### src/rtl/dup_range_goal.sv
// dup_range_goal
// Walks the signed range base, base+step, ... while the value is < limit and
// emits every value twice on consecutive output beats, e.g. (0,10,2) gives
// 0,0,2,2,4,4,6,6,8,8. Uses the start/ready/valid/done generator handshake.
//
// Ports:
//   _clock  : system clock, all state changes on its rising edge
//   _reset  : asynchronous active-high reset
//   _start  : start request, samples base/limit/step (wins over everything)
//   _ready  : consumer ready, 0 freezes the generator completely
//   base    : signed first value of the range
//   limit   : signed exclusive upper bound
//   step    : signed increment (addition wraps modulo 2^WIDTH)
//   _done   : generator exhausted, held until the next start
//   _valid  : _0 carries an output beat this cycle
//   _0      : signed output value
module dup_range_goal #(
    parameter int WIDTH = 32
) (
    input  logic             _clock,
    input  logic             _reset,
    input  logic             _start,
    input  logic             _ready,
    input  logic [WIDTH-1:0] base,
    input  logic [WIDTH-1:0] limit,
    input  logic [WIDTH-1:0] step,
    output logic             _done,
    output logic             _valid,
    output logic [WIDTH-1:0] _0
);

    typedef enum logic [1:0] {
        IDLE = 2'd0,
        RUN  = 2'd1,
        DONE = 2'd2
    } state_t;

    state_t           state_q, state_d;
    logic [WIDTH-1:0] i_q, i_d;
    logic [WIDTH-1:0] lim_q, lim_d;
    logic [WIDTH-1:0] stp_q, stp_d;
    logic [WIDTH-1:0] out_q, out_d;
    logic             second_q, second_d;   // 1: next beat is the second copy of i
    logic             valid_q, valid_d;
    logic             done_q, done_d;

    // State register: every piece of state lives here so that a low _ready
    // holds all of it at once.
    always_ff @(posedge _clock or posedge _reset) begin
        if (_reset) begin
            state_q  <= IDLE;
            i_q      <= '0;
            lim_q    <= '0;
            stp_q    <= '0;
            out_q    <= '0;
            second_q <= 1'b0;
            valid_q  <= 1'b0;
            done_q   <= 1'b0;
        end else begin
            state_q  <= state_d;
            i_q      <= i_d;
            lim_q    <= lim_d;
            stp_q    <= stp_d;
            out_q    <= out_d;
            second_q <= second_d;
            valid_q  <= valid_d;
            done_q   <= done_d;
        end
    end

    // Next-state logic.
    always_comb begin
        state_d  = state_q;
        i_d      = i_q;
        lim_d    = lim_q;
        stp_d    = stp_q;
        out_d    = out_q;
        second_d = second_q;
        valid_d  = valid_q;
        done_d   = done_q;

        if (_start) begin
            // The first copy of base goes out on the start edge itself, so the
            // pending beat after it is the second copy.
            i_d    = base;
            lim_d  = limit;
            stp_d  = step;
            done_d = 1'b0;
            if ($signed(base) < $signed(limit)) begin
                out_d    = base;
                valid_d  = 1'b1;
                second_d = 1'b1;
                state_d  = RUN;
            end else begin
                valid_d  = 1'b0;
                second_d = 1'b0;
                done_d   = 1'b1;
                state_d  = DONE;
            end
        end else if (_ready) begin
            case (state_q)
                RUN: begin
                    if (second_q) begin
                        // Second copy: advance i only after it has been emitted.
                        out_d    = i_q;
                        valid_d  = 1'b1;
                        i_d      = i_q + stp_q;
                        second_d = 1'b0;
                    end else if ($signed(i_q) < $signed(lim_q)) begin
                        out_d    = i_q;
                        valid_d  = 1'b1;
                        second_d = 1'b1;
                    end else begin
                        // Out of range: _0 keeps the last value emitted.
                        valid_d = 1'b0;
                        done_d  = 1'b1;
                        state_d = DONE;
                    end
                end
                DONE: begin
                    valid_d = 1'b0;
                    done_d  = 1'b1;
                end
                default: begin
                    valid_d = 1'b0;
                    done_d  = 1'b0;
                end
            endcase
        end
    end

    // Outputs come straight from registers.
    always_comb begin
        _0     = out_q;
        _valid = valid_q;
        _done  = done_q;
    end

endmodule

### config.mk
export PLATFORM = sky130hd
export DESIGN_NAME = dup_range_goal
export DESIGN_NICKNAME = d
export VERILOG_FILES = /design/src/rtl/dup_range_goal.sv
export SDC_FILE = /design/constraint.sdc
export NUM_CORES = 1
export LEC_CHECK = 0
export ABC_AREA = 1
export BUFFER_PORTS_ARGS = -buffer_cell sky130_fd_sc_hd__buf_2
export CORE_MARGIN = 2
export CORE_UTILIZATION = 55
export CTS_CLUSTER_DIAMETER = 40
export DETAILED_ROUTE_END_ITERATION = 10
export PLACE_DENSITY = 0.77
export SETUP_SLACK_MARGIN = 0.05
export SLEW_MARGIN = 40
export SYNTH_ARGS = -nofsm -noshare
export SYNTH_HDL_FRONTEND = slang
export SYNTH_SLANG_ARGS = --single-unit
### constraint.sdc
create_clock -name _clock -period 8.61 [get_ports _clock]
set_input_delay 1.722 -clock _clock [delete_from_list [all_inputs] [get_ports _clock]]
set_output_delay 1.722 -clock _clock [all_outputs]
set_load 0.005 [all_outputs]
### Word level (Yosys, flattened, before mapping)

Cells that the tools add are included.

| word-level totals | value |
|---|---|
| output and inout bits | 34 |
| flip-flop bits (word level) | 133 |
| input port bits | 100 |
| word-level logic and storage cells | 59 |

| cells by class | value |
|---|---|
| add/sub/neg operators | 1 |
| equality and inequality tests | 7 |
| multiplexer cells | 32 |
| reductions and logical operators | 9 |
| order comparisons | 2 |

Operators with widths:

| cell | number |
|---|---|
| two-way mux 32 bit | 10 |
| less-than comparator 32 bit | 2 |
| adder 32 bit | 1 |
| two-way mux 1 bit | 15 |
| two-way mux 2 bit | 6 |
| AND reduction 4 bit | 2 |
| inequality test 3 bit (second input constant) | 2 |
| AND reduction 3 bit | 2 |
| nonzero test 2 bit | 3 |
| inequality test 2 bit (second input constant) | 2 |
| nonzero test 3 bit | 1 |
| == test 2 x 1 -> 1 bit (second input constant) | 1 |
| == test 2 bit (second input constant) | 1 |
| inequality test 2 x 1 -> 1 bit (second input constant) | 1 |
| one-hot mux 1 bit (2 select lines) | 1 |
| AND reduction 2 bit | 1 |

### Longest topological paths before layout

| logic depth | value |
|---|---|
| depth after elaboration | 6 |
| gate-level depth with buffers | 19 |

### Worst setup path before layout

Ideal clock, no wire load.

| timing | value |
|---|---|
| path kind | input port to flip-flop |
| from | input limit[31] |
| to | register out_q[0], in the netlist _0[0] |
| slack | 5333 ps |
| arrival time | 3160 ps |
| required time | 8494 ps |
| stages | 12 |
| library setup time | 116 ps |
| cells stage by stage | inv_1 -> ha_1 -> nand2_1 -> nor2_1 -> nand4_1 -> nor4_2 -> nand2_1 -> nand3_1 -> nand3_4 -> buf_2 -> nand3_1 -> nand2_1 |

| on the way | value |
|---|---|
| word-level cells in the longest chain between the ends | 3 |

Ends and longest elaborated chain:

| element | line | RTL |
|---|---|---|
| start: declaration | 25 | `input logic [WIDTH-1:0] limit,` |
| less-than comparator 32 bit | 89 | `if ($signed(base) < $signed(limit)) begin` |
| inequality test 2 x 1 -> 1 bit (no source line) | -- |  |
| AND reduction 4 bit (no source line) | -- |  |
| end signal: assignment | 64 | `out_q <= out_d;` |
| end: declaration | 42 | `logic [WIDTH-1:0] out_q, out_d;` |

No other way between the ends.
A chain may end at the register's enable or synchronous reset.

### Final worst setup path

| timing | value |
|---|---|
| from | input _start |
| to | register out_q[27], in the netlist _0[27] |

| on the way | value |
|---|---|
| word-level cells in the longest chain between the ends | 2 |

Ends and longest elaborated chain:

| element | line | RTL |
|---|---|---|
| start: declaration | 22 | `input logic _start,` |
| inequality test 2 x 1 -> 1 bit (no source line), or another cell as far along | -- |  |
| AND reduction 4 bit (no source line) | -- |  |

Parallel ways exist; a longest one is shown, timed or not.

==> metrics.txt <==
n_diodes 0; CTS clock-pin slew for the worst setup and hold paths 0.06 ns; first-iteration detailed-routing DRC count 989; internal power component 1.93 mW; Post-Syn Area 0.00907 mm²; Post-Route Utilization 0.660; min-delay src _0[15]$_DFFE_PP0P_; time the worst path needs with I/O delays and setup between 3 and 4 ns; reg-to-reg critical path endpoint _0[27]$_DFFE_PP0P_; routed wire length 24900 µm; initial antenna violation count 0; number of vias in the routed layout approximately 8.8k; Tcrit/Tclk final 0.440; power density over the cells between 300 and 400 mW/mm²; cell type contributing the most total cell area after synthesis dfrtp_1; worst setup skew after layout between 0.006 and 0.007 ns; cell-by-cell trace of the critical path buf_6 -> nor2_1 -> nor2_4 -> inv_1 -> nand2_4 -> nand2_8 -> nand2_1 -> nand2_1; largest fanout on the critical path 92; Post-Layout Cell Count 1607; CTS tree built; # resized after CTS 0; Synth Register Bits 133; standard-cell row count 46; number of endpoints failing setup at the final stage 0; first-pass GRT wire length 41100 µm; data required time of the critical path 8.93 ns; cell total after placement 1575; HPWL after DPL 18700 µm; cell area after layout about 0.011 mm²; Placer Congestion 0.956; tightest hold margin 0.467 ns; number of buffers added to fix hold violations after cts 0; type of origin of the critical path primary input; run status complete, no violations; final layout net count 1573; count of flip-flops with a built-in enable after synthesis 0; Placeable Area 0.0160 mm²; count of distinct cell types in the synthesized netlist 35; minimum setup slack among reg-to-reg paths approximately 6 ns; final worst-path setup slack 4.82 ns; net switching power of the design around 1.4 mW; net switching fraction of the power 0.424; worst vdd rail ir drop 0.181 mV; most used cells in the layout excluding fill and tap cells nand2_1 (452), dfrtp_1 (133), buf_2 (132); post-synth top area share 0.367; Data arrival, critical path 4.10 ns; fraction of registers with async set/reset 1.00; number of nets with antenna violations after detailed routing 0; Worst slew margin 0.541; pins over their slew limit 0; warning count from the yosys run 0; Clock Latency Late Sink between 0.4 and 0.5 ns; detailed-route vias per instance 5.49; Longest Clk Path Bufs 2; post-CTS setup-driven buffer insertion count 0; Mean Syn Cell Area 7.18 µm²; residual overflow from global routing 0; die area 0.0175 mm²; sequential fraction of the synthesis area 0.367; area after detailed placement 0.00988 mm²; leakage power 5.73 nW; number of levels in the clock H-tree 4; most common cell after layout, fill and taps aside nand2_1; die width between 100 and 150 µm; setup_tns 0 ns; pre-CTS worst setup slack 4.20 ns; RSZ-0062 raised after global routing false; total routing resource utilization after global routing 0.292; class of the tightest hold or removal check reg2reg; endpoint class of the critical path flip-flop; Final Hold Fails 0; routed length per placed instance 15.5 µm; port bufs 133; transition time at the pin with the least slew margin 0.688 ns; worst-case reg-to-reg path depth 15; clock power share 0.248; peak per-stage delay on the critical path 0.49 ns; portion of total power attributed to combinational logic 0.454; most frequent CP cell nand2_1; end point of the most critical hold path _0[15]$_DFFE_PP0P_; syn nets 1458; delay-heaviest family, CP simple AND/OR/NAND/NOR gates; cts bufs inserted 17; worst setup path category in2reg; number of design rule violations left after detail routing 0; worst path buffer plus inverter count 2; layout cells sized above 1 0.134; die outline height 132 µm; Top Ports 134; maximum clock frequency 264 MHz; total power after layout 3.35 mW; critical path's slowest cell nor2_4; cell at the root of the clock tree clkbuf_16; fillcell total 1465; number of max-cap violations 0; Layout area overhead 16.5%; top cells by area in the synthesized netlist dfrtp_1 (37%), nand2_1 (19%), ha_1 (13%); number of instances on the worst hold path 2; clock tree sinks 133; starting density of the core 0.567; maximum number of pins on one net before global-route repair 93; part of the power in registers 0.299; most used flip-flop cell after synthesis dfrtp_1; cells after synthesis approximately 1.3k; via count of the first global-routing pass 8238; first drt pass iteration count 7; beginning of the worst register-to-register path i_q[5]$_DFFE_PP0P_
cells in the mapped netlist (2+ instances only):
cell type  instances
inv_1            120
o21bai_1           4
a21o_1             5
dfrtp_1          133
nor4_1             2
a21oi_1           91
or2_2             10
buf_2              4
nand3b_1           7
buf_1              7
clkbuf_1          24
xnor2_1            2
nor3_1            12
o211ai_1           2
nand2_1          452
buf_6              3
nor2_1            79
o21a_1             4
nand4_1            8
a31oi_1           19
o22a_1             2
nand3_1           85
buf_4              3
nor4_2             2
ha_1              94
a22oi_1            3
o21ai_0           78
tightest hold or removal path, delay by kind of cell (launching register included):
family / cells / cell delay (ns)
DFF: 1 / 0.34
and+or+nand+nor: 2 / 0.09
worst max path at each step:
stage	end	slack, ns	startpoint	cells after the start
floorplan	_0[0]$_DFFE_PP0P_	3.33	_reset	1
global placement	_0[20]$_DFFE_PP0P_	3.78	_start	8
detailed placement	_0[27]$_DFFE_PP0P_	4.20	_start	8
CTS	_0[27]$_DFFE_PP0P_	4.64	_start	8
global route	_0[27]$_DFFE_PP0P_	4.59	_start	8
finish	_0[27]$_DFFE_PP0P_	4.82	_start	8
layer usage:
layer,routed length [µm],share of wire,global-route usage
met5,0,0,0
met4,513,0.021,0.0765
met3,1940,0.078,0.0465
met2,10600,0.43,0.433
met1,11800,0.47,0.445
cell type report:
cell class	instances	area, µm²	area share
sequential	133	3330	0.315
tap	216	270	0.0256
clock buffer	19	443	0.0420
clock inverter	13	229	0.0217
inverter	120	455	0.0431
multi-input combinational	969	5100	0.483
timing repair buffer	137	729	0.0691
registers in the layout (all words and copies together), names as in the netlist:
| name | cells |
|---|---|
| _valid | 1 |
| _done | 1 |
| i_q | 32 |
| second_q | 1 |
| state_q | 2 |
| lim_q | 32 |
| _0 | 32 |
| stp_q | 32 |
kinds of logic (layout without fill, tap and decap cells):
logic type | after synthesis | count (layout) | synth area share
flip-flops | 133 | 133 | 0.367
adder cells (fa/ha/maj) | 95 | 95 | 0.132
XOR/XNOR | 3 | 3 | 0.00290
AND/OR/NAND/NOR | 662 | 662 | 0.303
buffers and inverters | 161 | 289 | 0.0709
AO/OA/AOI/OAI | 209 | 209 | 0.124
power groups by stage:
stage | Combinational, mW | Clock [mW] | Sequential (mW)
after floorplan | 1.10 | 0 | 0.940
after global placement | 1.42 | 0 | 0.998
after detailed placement | 1.48 | 0 | 1.00
after CTS | 1.50 | 0.830 | 0.993
after global routing | 1.74 | 0.865 | 1.02
final | 1.52 | 0.830 | 1.00
Power figures use the tool's default switching activity.
